[src/rtl/seq_divider.sv]
// Multi-cycle restoring divider: one quotient bit per clock, start/done handshake.
// Define SEQ_DIVIDER_SIGNED_EN for two's-complement operands (truncating toward zero).
module seq_divider #(
    parameter int WIDTH = 4
) (
    input  logic             clk,
    input  logic             rst,
    input  logic             start,
    input  logic [WIDTH-1:0] dividend,
    input  logic [WIDTH-1:0] divisor,
    output logic             busy,
    output logic             done,
    output logic [WIDTH-1:0] quotient,
    output logic [WIDTH-1:0] remainder,
    output logic             div_by_zero
);
    localparam int CW = $clog2(WIDTH + 1);

    typedef enum logic [1:0] {IDLE, RUN, DONE} state_t;

    state_t           state_q;
    logic [WIDTH-1:0] q_q;
    logic [WIDTH-1:0] d_q;
    logic [WIDTH:0]   r_q;
    logic [CW-1:0]    cnt_q;

    logic [WIDTH:0]   r_shift;
    logic [WIDTH+1:0] trial;
    logic             carry;
    logic [WIDTH-1:0] q_d;
    logic [WIDTH:0]   r_d;
    logic [WIDTH-1:0] a_mag;
    logic [WIDTH-1:0] b_mag;
    logic [WIDTH-1:0] quot_fix;
    logic [WIDTH-1:0] rem_fix;

    // The restored remainder is always below the divisor, so its top bit never feeds the shift.
    logic unused_r_msb;
    assign unused_r_msb = r_q[WIDTH];

    assign r_shift = {r_q[WIDTH-1:0], q_q[WIDTH-1]};
    assign trial   = {1'b0, r_shift} + {1'b0, ~{1'b0, d_q}} + {{(WIDTH+1){1'b0}}, 1'b1};
    assign carry   = trial[WIDTH+1];
    assign q_d     = {q_q[WIDTH-2:0], carry};
    assign r_d     = carry ? trial[WIDTH:0] : r_shift;

`ifdef SEQ_DIVIDER_SIGNED_EN
    logic neg_quot_q;
    logic neg_rem_q;

    assign a_mag    = dividend[WIDTH-1] ? (~dividend + 1'b1) : dividend;
    assign b_mag    = divisor[WIDTH-1]  ? (~divisor + 1'b1)  : divisor;
    assign quot_fix = neg_quot_q ? (~q_d + 1'b1) : q_d;
    assign rem_fix  = neg_rem_q  ? (~r_d[WIDTH-1:0] + 1'b1) : r_d[WIDTH-1:0];

    always_ff @(posedge clk or posedge rst) begin
        if (rst) begin
            neg_quot_q <= 1'b0;
            neg_rem_q  <= 1'b0;
        end else if (start && !busy) begin
            neg_quot_q <= dividend[WIDTH-1] ^ divisor[WIDTH-1];
            neg_rem_q  <= dividend[WIDTH-1];
        end
    end
`else
    assign a_mag    = dividend;
    assign b_mag    = divisor;
    assign quot_fix = q_d;
    assign rem_fix  = r_d[WIDTH-1:0];
`endif

    always_ff @(posedge clk or posedge rst) begin
        if (rst) begin
            state_q     <= IDLE;
            q_q         <= '0;
            d_q         <= '0;
            r_q         <= '0;
            cnt_q       <= '0;
            busy        <= 1'b0;
            done        <= 1'b0;
            quotient    <= '0;
            remainder   <= '0;
            div_by_zero <= 1'b0;
        end else begin
            done <= 1'b0;
            case (state_q)
                IDLE, DONE: begin
                    if (start) begin
                        q_q   <= a_mag;
                        d_q   <= b_mag;
                        r_q   <= '0;
                        cnt_q <= CW'(WIDTH);
                        if (divisor == '0) begin
                            state_q     <= DONE;
                            done        <= 1'b1;
                            busy        <= 1'b0;
                            quotient    <= '1;
                            remainder   <= dividend;
                            div_by_zero <= 1'b1;
                        end else begin
                            state_q     <= RUN;
                            busy        <= 1'b1;
                            div_by_zero <= 1'b0;
                        end
                    end else begin
                        state_q <= IDLE;
                    end
                end
                RUN: begin
                    q_q   <= q_d;
                    r_q   <= r_d;
                    cnt_q <= cnt_q - 1'b1;
                    if (cnt_q == CW'(1)) begin
                        state_q   <= DONE;
                        done      <= 1'b1;
                        busy      <= 1'b0;
                        quotient  <= quot_fix;
                        remainder <= rem_fix;
                    end
                end
                default: state_q <= IDLE;
            endcase
        end
    end
endmodule

[config.mk]
export PLATFORM = sky130hd
export DESIGN_NAME = seq_divider
export DESIGN_NICKNAME = d
export VERILOG_FILES = /design/src/rtl/seq_divider.sv
export SDC_FILE = /design/constraint.sdc
export NUM_CORES = 1
export LEC_CHECK = 0
export ABC_AREA = 1
export ABC_CLOCK_PERIOD_IN_PS = 3670
export CAP_MARGIN = 0
export CORE_AREA = 2 2 53 55
export CTS_BUF_LIST = sky130_fd_sc_hd__clkbuf_4 sky130_fd_sc_hd__clkbuf_8
export DETAILED_ROUTE_END_ITERATION = 16
export DIE_AREA = 0 0 55 57
export PLACE_DENSITY = 0.84
export RECOVER_POWER = 100
export SYNTH_ARGS = -nofsm -noshare
export SYNTH_HDL_FRONTEND = slang
export SYNTH_SLANG_ARGS = --single-unit
export TNS_END_PERCENT = 1
[constraint.sdc]
create_clock -name clk -period 3.67 [get_ports clk]
set_input_delay 0.734 -clock clk [delete_from_list [all_inputs] [get_ports clk]]
set_output_delay 0.734 -clock clk [all_outputs]
set_load 0.01 [all_outputs]
Word-level counts from Yosys, hierarchy flattened. Index checks and enable logic that the tools add are counted. Widths: inputs -> output; s select.

Flip-flop bits (word level): 28. Input bits: 11. Output and inout bits: 11.

$add $sub $neg: 3. Eq/ne operators: 6. Multiplexer cells: 27. Bitwise operators: 1. Reductions and logical operators: 8.

Operators with widths (number): $mux 4 (9); $pmux 4 s2 (4); $add 5x5->6 (1); $add 6x1->6 const B (1); $mux 1 (6); $mux 2 (3); $ne 2x2->1 const B (3); $pmux 3 s2 (1); $not 4->5 (1); $logic_not 4->1 (1); $pmux 1 s2 (2); $pmux 2 s2 (1); $reduce_and 2->1 (2); $reduce_and 4->1 (1); $eq 3x1->1 const B (1); $mux 3 (1); $reduce_and 3->1 (1); $sub 3x1->3 const B (1); $eq 2x1->1 const B (1); $eq 2x2->1 const B (1); $logic_not 2->1 (1); $reduce_bool 2->1 (1); $reduce_or 2->1 (1).

Logic depth before layout (Yosys ltp). Gate-level depths: netlist (run 1).

Depth in word-level cells: 6. Mapped depth: 11. Gate-level depth less buffers: 11.

Worst setup path after synthesis (run 1). OpenSTA, ideal clock, no wires.

Path kind: input to register. Start point: in start. End point: reg remainder[0]. Arrival: 1.417 ns. Path slack: 2.140 ns. Stages on the path: 9. Path through: inv_1 -> nor2_2 -> inv_4 -> nor2_4 -> nor2_8 -> nor2_1 -> nand3_1 -> nand2_1 -> inv_1.

Cells in the longest elaborated chain, start to end: 2.

Ends and longest elaborated chain: start: declaration (RTL line 8) `input logic start,`; $ne 2x2->1 (no source line); $reduce_and 4->1 (no source line); end signal: assignment (RTL line 98) `remainder <= dividend;`; end signal: assignment (RTL line 118) `remainder <= rem_fix;`; end: declaration (RTL line 14) `output logic [WIDTH-1:0] remainder,`.

No other way between the ends. A chain may end at the register's enable or synchronous reset.

Worst setup path in the final report (run 1). Same ends and word-level chain as after synthesis.

==> flow_metrics.py, run 1 <==
metrics = {
    "detailed_routing": {
        "remaining_drc_errors": 0,
        "viasPerCell": 5.32,
        "dr.pass1.iters": 4,
        "post_drt_wl_per_cell_um": 13.7,
        "drt-initial-drc-count": 45,
        "ant_nets": 0,
        "vias": 1170,
        "drt-total-wl_mm": 3.02,
    },
    "worst_setup_path": {
        "arrival_ns": 2.90,
        "r2r_cells": 8,
        "crit_required_ns": 3.92,
        "crit_family": "buffers and inverters",
        "crit_path_frequent_cell": "nor2_1",
        "crit_slowest_cell": "dlygate4sd3_1",
        "setup.worst_path.start_class": "primary input",
        "cp_num_buf_inv": 4,
        "crit_chain": "dlygate4sd3_1 > inv_1 > nor2_1 > clkinvlp_2 > nor2_4 > nor2_1 > nor2_1 > nand3_1 > nand2_1 > inv_1",
        "end_kind": "register",
        "crit_type": "primary input to register",
        "slowest_delay_ns": 0.52,
        "cp.depth": 10,
        "critPathMaxFanout": 12,
    },
    "timing": {
        "final.setup.worst_slack_ns": 1.02,
        "finalCritPeriodShare": 0.723,
        "period_needed_ns": 2.65,
        "tightest_slew_ns": 1.03,
        "maxSlewViolCount": 0,
        "max_freq_mhz": 377,
        "tns_ns": 0,
        "fin_skew_ns": 0.00219,
        "max_slew_margin": 0.310,
        "hold_viol_final": 0,
        "grt_setup_unrepaired": "false",
        "setup_viol": 0,
    },
    "global_route": {
        "grt.overflow.total": 0,
        "grt_pass1_vias": 1234,
        "grt_pass1_wl_mm": 5.45,
        "grt_max_degree": 29,
        "antenna_found_initial": 0,
        "grt_usage": 0.236,
    },
    "clock_tree": {
        "cts_tree": "built",
        "postCtsSetupBuffers": 0,
        "cts_sinks": 28,
        "clk_path_buf_depth": 2,
        "cts_hold_repair.buffers": 0,
        "cts_root_buf": "clkbuf_4",
        "post_cts_resize_count": 0,
        "cts_made_buffers": 3,
        "clk_pin_slew_ns": 0.14,
        "ctsHtreeMaxLevel": 1,
        "clk_latency_ns": 0.33,
    },
    "floorplan": {
        "core_area_um2": 2620,
        "dieArea_um2": 3140,
        "die_x_um": 55,
        "start_util": 0.563,
        "core.rowCount": 19,
        "io-pin-count": 22,
        "die_h_um": 57,
    },
    "synthesis": {
        "synth-seq-cells": 28,
        "synth_cells": 167,
        "avgSynthCellArea_um2": 8.82,
        "synth_seq_area_share": 0.476,
        "synth_ff_type": "dfrtp_1",
        "synth-edff-count": 0,
        "synth_warnings": 0,
        "synth_nets": 185,
        "synth-async-reset-ratio": 1.00,
        "synth.distinct_cells": 28,
        "netlist_area_um2": 1470,
    },
    "placed_design": {
        "dpl_worst_slack_ns": 1.20,
        "hpwl_mm": 2.35,
        "place_area_um2": 1710,
        "dp.cells": 217,
        "globalplace.congestion": 0.825,
        "portBuffers": 21,
    },
    "power": {
        "leakage_nw": 0.866,
        "ir_drop_v": 0.000547,
        "seq_power_share": 0.357,
        "powerDensity_nw_per_um2": 884,
        "p_sw_frac": 0.454,
        "p_comb_frac": 0.560,
        "switchingPower_uw": 687,
        "power.share.clock": 0.083,
        "internal-power_uw": 826,
    },
    "finish": {
        "fin_cells": 220,
        "fin_nets": 209,
        "antenna_cells": 0,
        "syn_to_final_growth_pct": 16.2,
        "drive_gt1_frac": 0.101,
        "design_area_um2": 1710,
    },
    "run_status": {
        "status": "finished, final reports clean",
    },
    "hold_path": {
        "min_path_cells": 2,
        "hold_class": "register to register",
    },
    "flow_run": {
        "maxCapViolCount": 0,
    },
}
==> metal layers <==
metal  up-vias  wire length (um)  global-route usage  part of all wire
met5         -                 0                   0                 0
met4         0                47              0.0732             0.016
met3         5               137              0.0236             0.045
met2        39              1580               0.400              0.52
met1       546              1250               0.315              0.42
li1        580                 -                   -                 -
==> placed cells by master, fill, tap and decap left out, drive strengths merged <==
cell and n:
or2 7, a21oi 5, ha 6, nand3 17
o22ai 1, fa 1, o21ai 14, nand2 31
o22a 1, nand4 6, dfrtp 28, nor2 12
xor2 1, clkbuf 3, dlygate4sd3 13, clkinvlp 1
clkdlybuf4s50 8, inv 31, o211ai 3
==> cells by family after synthesis <==
family	Yosys count	synth area share
xor+xnor	1	0.00595
fa+ha+maj	7	0.0646
simple gates	73	0.264
flops	28	0.476
buf+inv	34	0.0969
compound gates	24	0.0926
==> worst reg2reg max path: stages (launching register included) <==
cell and delay [ns]:
dfrtp_1 0.41, nor2_1 0.54, clkinvlp_2 0.52, nor2_4 0.19, nor2_1 0.11, nor2_1 0.10, nand3_1 0.08, nand2_1 0.06
inv_1 0.03
==> sequential cells by signal, indices dropped and copies added (netlist names) <==
signal / cells
quotient: 4
d_q: 4
busy: 1
cnt_q: 3
div_by_zero: 1
done: 1
r_q: 4
remainder: 4
state_q: 2
q_q: 4
==> final timing paths <==
path                             startpoint  slack (ns)      endpoint
worst max-delay path                  start        1.02  remainder[0]
worst min-delay path            quotient[0]        0.52   quotient[0]
worst max register to register   state_q[0]        1.55  remainder[0]
worst min register to register  quotient[0]        0.52   quotient[0]
max in group asynchronous               rst        1.98      cnt_q[2]
min in group asynchronous               rst        1.08   quotient[1]
==> cells in the mapped netlist, types with 2 or more instances <==
master    instances  area share
a21oi_1           4       0.014
dfrtp_1          28        0.48
ha_1              6       0.051
inv_1            27       0.069
inv_2             2      0.0051
inv_4             2      0.0085
nand2_1          29       0.074
nand2_4           2       0.015
nand3_1          15       0.051
nand3_2           2       0.014
nand4_1           6       0.025
nor2_1            7       0.018
nor2_2            2      0.0085
nor2_4            2       0.015
o211ai_1          3       0.015
o21ai_0          13       0.044
or2_1             4       0.017
or2_2             3       0.013
==> power groups by stage <==
stage / logic (mW) / clock network (mW) / registers, mW
2_1_floorplan: 0.597 / 0 / 0.556
3_3_place_gp: 0.839 / 0 / 0.543
3_5_place_dp: 0.876 / 0 / 0.552
4_1_cts: 0.880 / 0.131 / 0.544
5_1_grt: 0.963 / 0.142 / 0.558
6_report: 0.847 / 0.125 / 0.540
==> through the flow <==
stage                     total power [mW]  hold slack, ns  utilization
after floorplan                       1.15           0.446            -
after CTS                             1.56           0.528        0.662
after detailed placement              1.43           0.492        0.654
after global routing                  1.66           0.551        0.655
after global placement                1.38           0.476        0.654
final                                 1.51           0.519        0.655
==> area by class of cell <==
cell class                      instances  area [um2]
Timing Repair Buffer                   21         210
Fill cell                             229         903
Tap cell                               31        38.8
Sequential cell                        28         701
Clock buffer                            3        22.5
Inverter                               32         129
Multi-Input combinational cell        105         611
No activity file was read; power rests on OpenSTA's default activity.
==> inputs of run 2 (changes only) <==
--- a/config.mk
+++ b/config.mk
@@ -6,13 +6,13 @@
 export NUM_CORES = 1
 export LEC_CHECK = 0
 export ABC_AREA = 1
-export ABC_CLOCK_PERIOD_IN_PS = 3670
+export ABC_CLOCK_PERIOD_IN_PS = 2450
 export CAP_MARGIN = 0
-export CORE_AREA = 2 2 53 55
+export CORE_AREA = 2 2 55 57
 export CTS_BUF_LIST = sky130_fd_sc_hd__clkbuf_4 sky130_fd_sc_hd__clkbuf_8
 export DETAILED_ROUTE_END_ITERATION = 16
-export DIE_AREA = 0 0 55 57
-export PLACE_DENSITY = 0.84
+export DIE_AREA = 0 0 57 59
+export PLACE_DENSITY = 0.79
 export RECOVER_POWER = 100
 export SYNTH_ARGS = -nofsm -noshare
 export SYNTH_HDL_FRONTEND = slang
==> constraint.sdc (replaced) <==
create_clock -name clk -period 2.45 [get_ports clk]
set_input_delay 0.49 -clock clk [delete_from_list [all_inputs] [get_ports clk]]
set_output_delay 0.49 -clock clk [all_outputs]
set_load 0.01 [all_outputs]
==> run 2 against run 1 <==
Non-clock buffer count up 2. Worst setup slack got worse by 0.51 ns. Sequential cell count unchanged. Clock skew rose by 0.0089 ns. Largest power group unchanged.
==> flow_metrics.py, run 2 (synthesized netlist as in run 1, its figures left out) <==
metrics = {
    "detailed_routing": {
        "viasPerCell": 5.32,
        "vias": 1186,
        "remaining_drc_errors": 0,
        "dr.pass1.iters": 4,
        "drt-initial-drc-count": 23,
        "post_drt_wl_per_cell_um": 13.5,
        "ant_nets": 0,
        "drt-total-wl_mm": 3.02,
    },
    "hold_path": {
        "hold_end": "d_q[0]",
        "hp-start": "d_q[0]",
        "min_path_cells": 2,
        "hold_class": "register to register",
    },
    "worst_setup_path": {
        "slowest_delay_ns": 0.52,
        "crit_chain": "dlygate4sd3_1 > inv_1 > nor2_1 > nand4_1 > o21ai_0 > nand3_1 > nand2_1 > inv_1",
        "end_kind": "register",
        "arrival_ns": 2.20,
        "r2r-end": "remainder[2]",
        "crit_slowest_cell": "dlygate4sd3_1",
        "r2r_cells": 9,
        "critPathMaxFanout": 6,
        "r2r_start": "r_q[2]",
        "crit_type": "primary input to register",
        "setup.worst_path.start_class": "primary input",
        "crit_path_frequent_cell": "inv_1",
        "r2r_slack_ns": 0.75,
        "crit_required_ns": 2.71,
    },
    "global_route": {
        "grt_max_degree": 29,
        "antenna_found_initial": 0,
        "grt_usage": 0.198,
        "grt_pass1_vias": 1216,
        "grt_pass1_wl_mm": 5.22,
        "grt.overflow.total": 0,
    },
    "timing": {
        "tightest_slew_ns": 0.475,
        "finalCritPeriodShare": 0.793,
        "fin_skew_ns": 0.0111,
        "maxSlewViolCount": 0,
        "hold_viol_final": 0,
        "grt_setup_unrepaired": "false",
        "period_needed_ns": 1.94,
        "tns_ns": 0,
        "max_slew_margin": 0.682,
        "setup_viol": 0,
        "max_freq_mhz": 515,
    },
    "clock_tree": {
        "clk_latency_ns": 0.34,
        "cts_root_buf": "clkbuf_4",
        "post_cts_resize_count": 0,
        "clk_path_buf_depth": 2,
        "cts_made_buffers": 3,
        "cts_hold_repair.buffers": 0,
        "cts_sinks": 28,
        "ctsHtreeMaxLevel": 1,
        "clk_pin_slew_ns": 0.16,
        "postCtsSetupBuffers": 0,
        "cts_tree": "built",
    },
    "finish": {
        "fin_util": 0.642,
        "syn_to_final_growth_pct": 18.1,
        "fin_nets": 211,
        "drive_gt1_frac": 0.104,
        "antenna_cells": 0,
        "final_cell_mix": "nand2_1 (30), dfrtp_1 (28), inv_1 (27)",
        "final_common_cell": "nand2_1",
    },
    "floorplan": {
        "die_h_um": 59,
        "core.rowCount": 19,
        "die_x_um": 57,
        "start_util": 0.543,
        "dieArea_um2": 3360,
        "core_area_um2": 2710,
        "io-pin-count": 22,
    },
    "run_status": {
        "status": "finished, final reports clean",
    },
    "placed_design": {
        "globalplace.congestion": 0.836,
        "portBuffers": 21,
        "hpwl_mm": 2.34,
    },
    "power": {
        "powerDensity_nw_per_um2": 1330,
        "finalPower_mw": 2.30,
        "ir_drop_v": 0.000847,
        "leakage_nw": 0.886,
    },
    "flow_run": {
        "maxCapViolCount": 0,
    },
}
-- run 2: routing by layer --
metal / up-vias / GRT usage / wire [um]
li1: 586 / - / -
met1: 557 / 0.243 / 1320
met2: 32 / 0.353 / 1500
met3: 11 / 0.0262 / 115
met4: 0 / 0.0864 / 86
met5: - / 0 / 0
-- run 2: layout make-up --
class                           count  area, um2
Inverter                           32        130
Sequential cell                    28        701
Fill cell                         258        971
Clock buffer                        4       36.3
Tap cell                           31       38.8
Multi-Input combinational cell    105        612
Timing Repair Buffer               23        221
-- run 2: how the worst max path moves through the flow --
stage	depth (start not counted)	slack, ns	end	startpoint
after floorplan	9	0.97	remainder[2]	q_q[3]
after global placement	8	0.40	remainder[3]	start
after CTS	1	0.68	quotient[0]	quotient[0]
after detailed placement	8	0.36	remainder[3]	start
after global routing	8	0.34	remainder[3]	start
final	8	0.51	remainder[3]	start
-- run 2: critical path, delay by kind of cell --
family	cells	cell delay, ns
and+or+nand+nor	4	0.84
AOI/OAI and AO/OA	1	0.29
buffers and inverters	3	0.59
-- run 2: metrics by stage --
step / std cells / setup slack [ns] / hold WS [ns] / area [um2]
final: 223 / 0.507 / 0.507 / 1740
after global routing: 223 / 0.337 / 0.529 / 1740
after CTS: 223 / 0.676 / 0.501 / 1760
after detailed placement: 219 / 0.355 / 0.475 / 1720
after global placement: 219 / 0.398 / 0.483 / 1720
after floorplan: 167 / 0.973 / 0.446 / 1470
-- run 2: power breakdown --
group          leakage, nW  internal (mW)  total [mW]  switching [mW]
Clock               0.0210         0.0912       0.233           0.142
Sequential           0.339          0.683       0.808           0.124
Combinational        0.526          0.499        1.26           0.765
==> inputs of run 3 (changes only) <==
--- a/config.mk
+++ b/config.mk
@@ -6,7 +6,7 @@
 export NUM_CORES = 1
 export LEC_CHECK = 0
 export ABC_AREA = 1
-export ABC_CLOCK_PERIOD_IN_PS = 2450
+export ABC_CLOCK_PERIOD_IN_PS = 2000
 export CAP_MARGIN = 0
 export CORE_AREA = 2 2 55 57
 export CTS_BUF_LIST = sky130_fd_sc_hd__clkbuf_4 sky130_fd_sc_hd__clkbuf_8
==> constraint.sdc (replaced) <==
create_clock -name clk -period 2 [get_ports clk]
set_input_delay 0.4 -clock clk [delete_from_list [all_inputs] [get_ports clk]]
set_output_delay 0.4 -clock clk [all_outputs]
set_load 0.01 [all_outputs]
==> run 3 against run 2 <==
Register-to-register slack got worse by 0.41 ns. Critical endpoint is now quotient[0]. Clock skew fell by 0.0065 ns. Critical path type is now register to output port. Design area barely moved. Die area did not move. Combinational power rose by 21%. Via count rose by 0.17%. Largest power group unchanged.
==> flow_metrics.py, run 3 (synthesized netlist as in run 1, its figures left out) <==
metrics = {
    "run_status": {
        "status": "finished, final reports clean",
    },
    "detailed_routing": {
        "drt-total-wl_mm": 2.86,
        "remaining_drc_errors": 0,
        "post_drt_wl_per_cell_um": 12.8,
        "viasPerCell": 5.30,
        "drt-initial-drc-count": 41,
        "dr.pass1.iters": 4,
        "vias": 1188,
        "ant_nets": 0,
    },
    "floorplan": {
        "start_util": 0.543,
        "dieArea_um2": 3360,
        "die_h_um": 59,
        "io-pin-count": 22,
        "die_x_um": 57,
        "core_area_um2": 2710,
        "core.rowCount": 19,
    },
    "flow_run": {
        "maxCapViolCount": 0,
    },
    "clock_tree": {
        "cts_sinks": 28,
        "cts_tree": "built",
        "cts_root_buf": "clkbuf_4",
        "clk_path_buf_depth": 2,
        "cts_made_buffers": 3,
        "clk_latency_ns": 0.32,
        "clk_pin_slew_ns": 0.15,
        "postCtsSetupBuffers": 0,
        "cts_hold_repair.buffers": 0,
        "ctsHtreeMaxLevel": 1,
        "post_cts_resize_count": 0,
    },
    "finish": {
        "fin_nets": 212,
        "final_common_cell": "nand2_1",
        "syn_to_final_growth_pct": 18.2,
        "drive_gt1_frac": 0.104,
        "antenna_cells": 0,
        "final_cell_mix": "nand2_1 (30), dfrtp_1 (28), inv_1 (27)",
    },
    "global_route": {
        "grt.overflow.total": 0,
        "busiest_layer": "met2",
        "grt_usage": 0.193,
        "grt_pass1_wl_mm": 5.15,
        "grt_util_met1": 0.260,
        "met3_usage": 0.0262,
        "met2_usage": 0.332,
        "grt_max_degree": 29,
        "antenna_found_initial": 0,
        "grt_pass1_vias": 1229,
    },
    "worst_setup_path": {
        "r2r_start": "r_q[2]",
        "r2r_cells": 9,
        "end_kind": "output port",
        "critPathMaxFanout": 2,
        "crit_slowest_cell": "dlygate4sd3_1",
        "critPathLaunch": "quotient[0]",
        "crit_family": "buffers and inverters",
        "slowest_delay_ns": 0.61,
        "cp_num_buf_inv": 1,
        "r2r-end": "remainder[2]",
        "crit_type": "register to output port",
        "setup.worst_path.start_class": "register",
        "r2r_slack_ns": 0.34,
        "crit_required_ns": 1.60,
        "arrival_ns": 1.35,
        "crit_chain": "dlygate4sd3_1",
    },
    "timing": {
        "whs_ns": 0.503,
        "max_slew_margin": 0.539,
        "period_needed_ns": 1.75,
        "finalCritPeriodShare": 0.877,
        "hold_viol_final": 0,
        "fin_skew_ns": 0.00458,
        "tightest_slew_ns": 0.692,
        "maxSlewViolCount": 0,
        "setup_viol": 0,
        "max_freq_mhz": 570,
        "tns_ns": 0,
        "grt_setup_unrepaired": "false",
    },
    "hold_path": {
        "hold_end": "cnt_q[2]",
        "hold_class": "register to register",
        "min_path_cells": 1,
        "hp-start": "cnt_q[2]",
    },
    "placed_design": {
        "globalplace.congestion": 0.823,
        "portBuffers": 21,
        "hpwl_mm": 2.24,
    },
    "power": {
        "ir_drop_v": 0.000969,
        "powerDensity_nw_per_um2": 1610,
        "leakage_nw": 0.888,
    },
}
-- run 3: how the worst max path moves through the flow --
stage	cells after the start	slack, ns	endpoint
after global placement	8	0.18	remainder[3]
final	1	0.25	quotient[0]
after global routing	8	0.17	r_q[3]
after CTS	1	0.34	remainder[1]
after floorplan	9	0.52	remainder[2]
after detailed placement	8	0.13	remainder[3]
-- run 3: layout make-up --
cell class | instances | area, um2
Clock buffer | 4 | 36.3
Fill cell | 241 | 970
Inverter | 32 | 130
Multi-Input combinational cell | 105 | 612
Sequential cell | 28 | 701
Tap cell | 31 | 38.8
Timing Repair Buffer | 24 | 223
-- run 3: stage by stage --
stage          power, mW  instance area, um2   util  setup slack (ns)  std cells
2_1_floorplan       2.12                1470      -             0.523        167
3_3_place_gp        2.56                1730  0.639             0.175        220
3_5_place_dp        2.62                1730  0.639             0.132        220
4_1_cts             2.89                1770  0.652             0.341        224
5_1_grt             3.09                1740  0.642             0.172        224
6_report            2.79                1740  0.642             0.246        224
-- run 3: routing by layer --
metal  wire [um]  share of wire  up-vias
met5           0              0        -
met4          53          0.019        0
met3         138          0.048        6
met2        1430           0.50       33
met1        1230           0.43      560
li1            -              -      589
-- run 3: report_power, final --
group	switching, mW	internal [mW]	total [mW]
sequential	0.151	0.837	0.988
clock	0.163	0.111	0.275
combinational	0.919	0.613	1.53
total	1.23	1.56	2.79
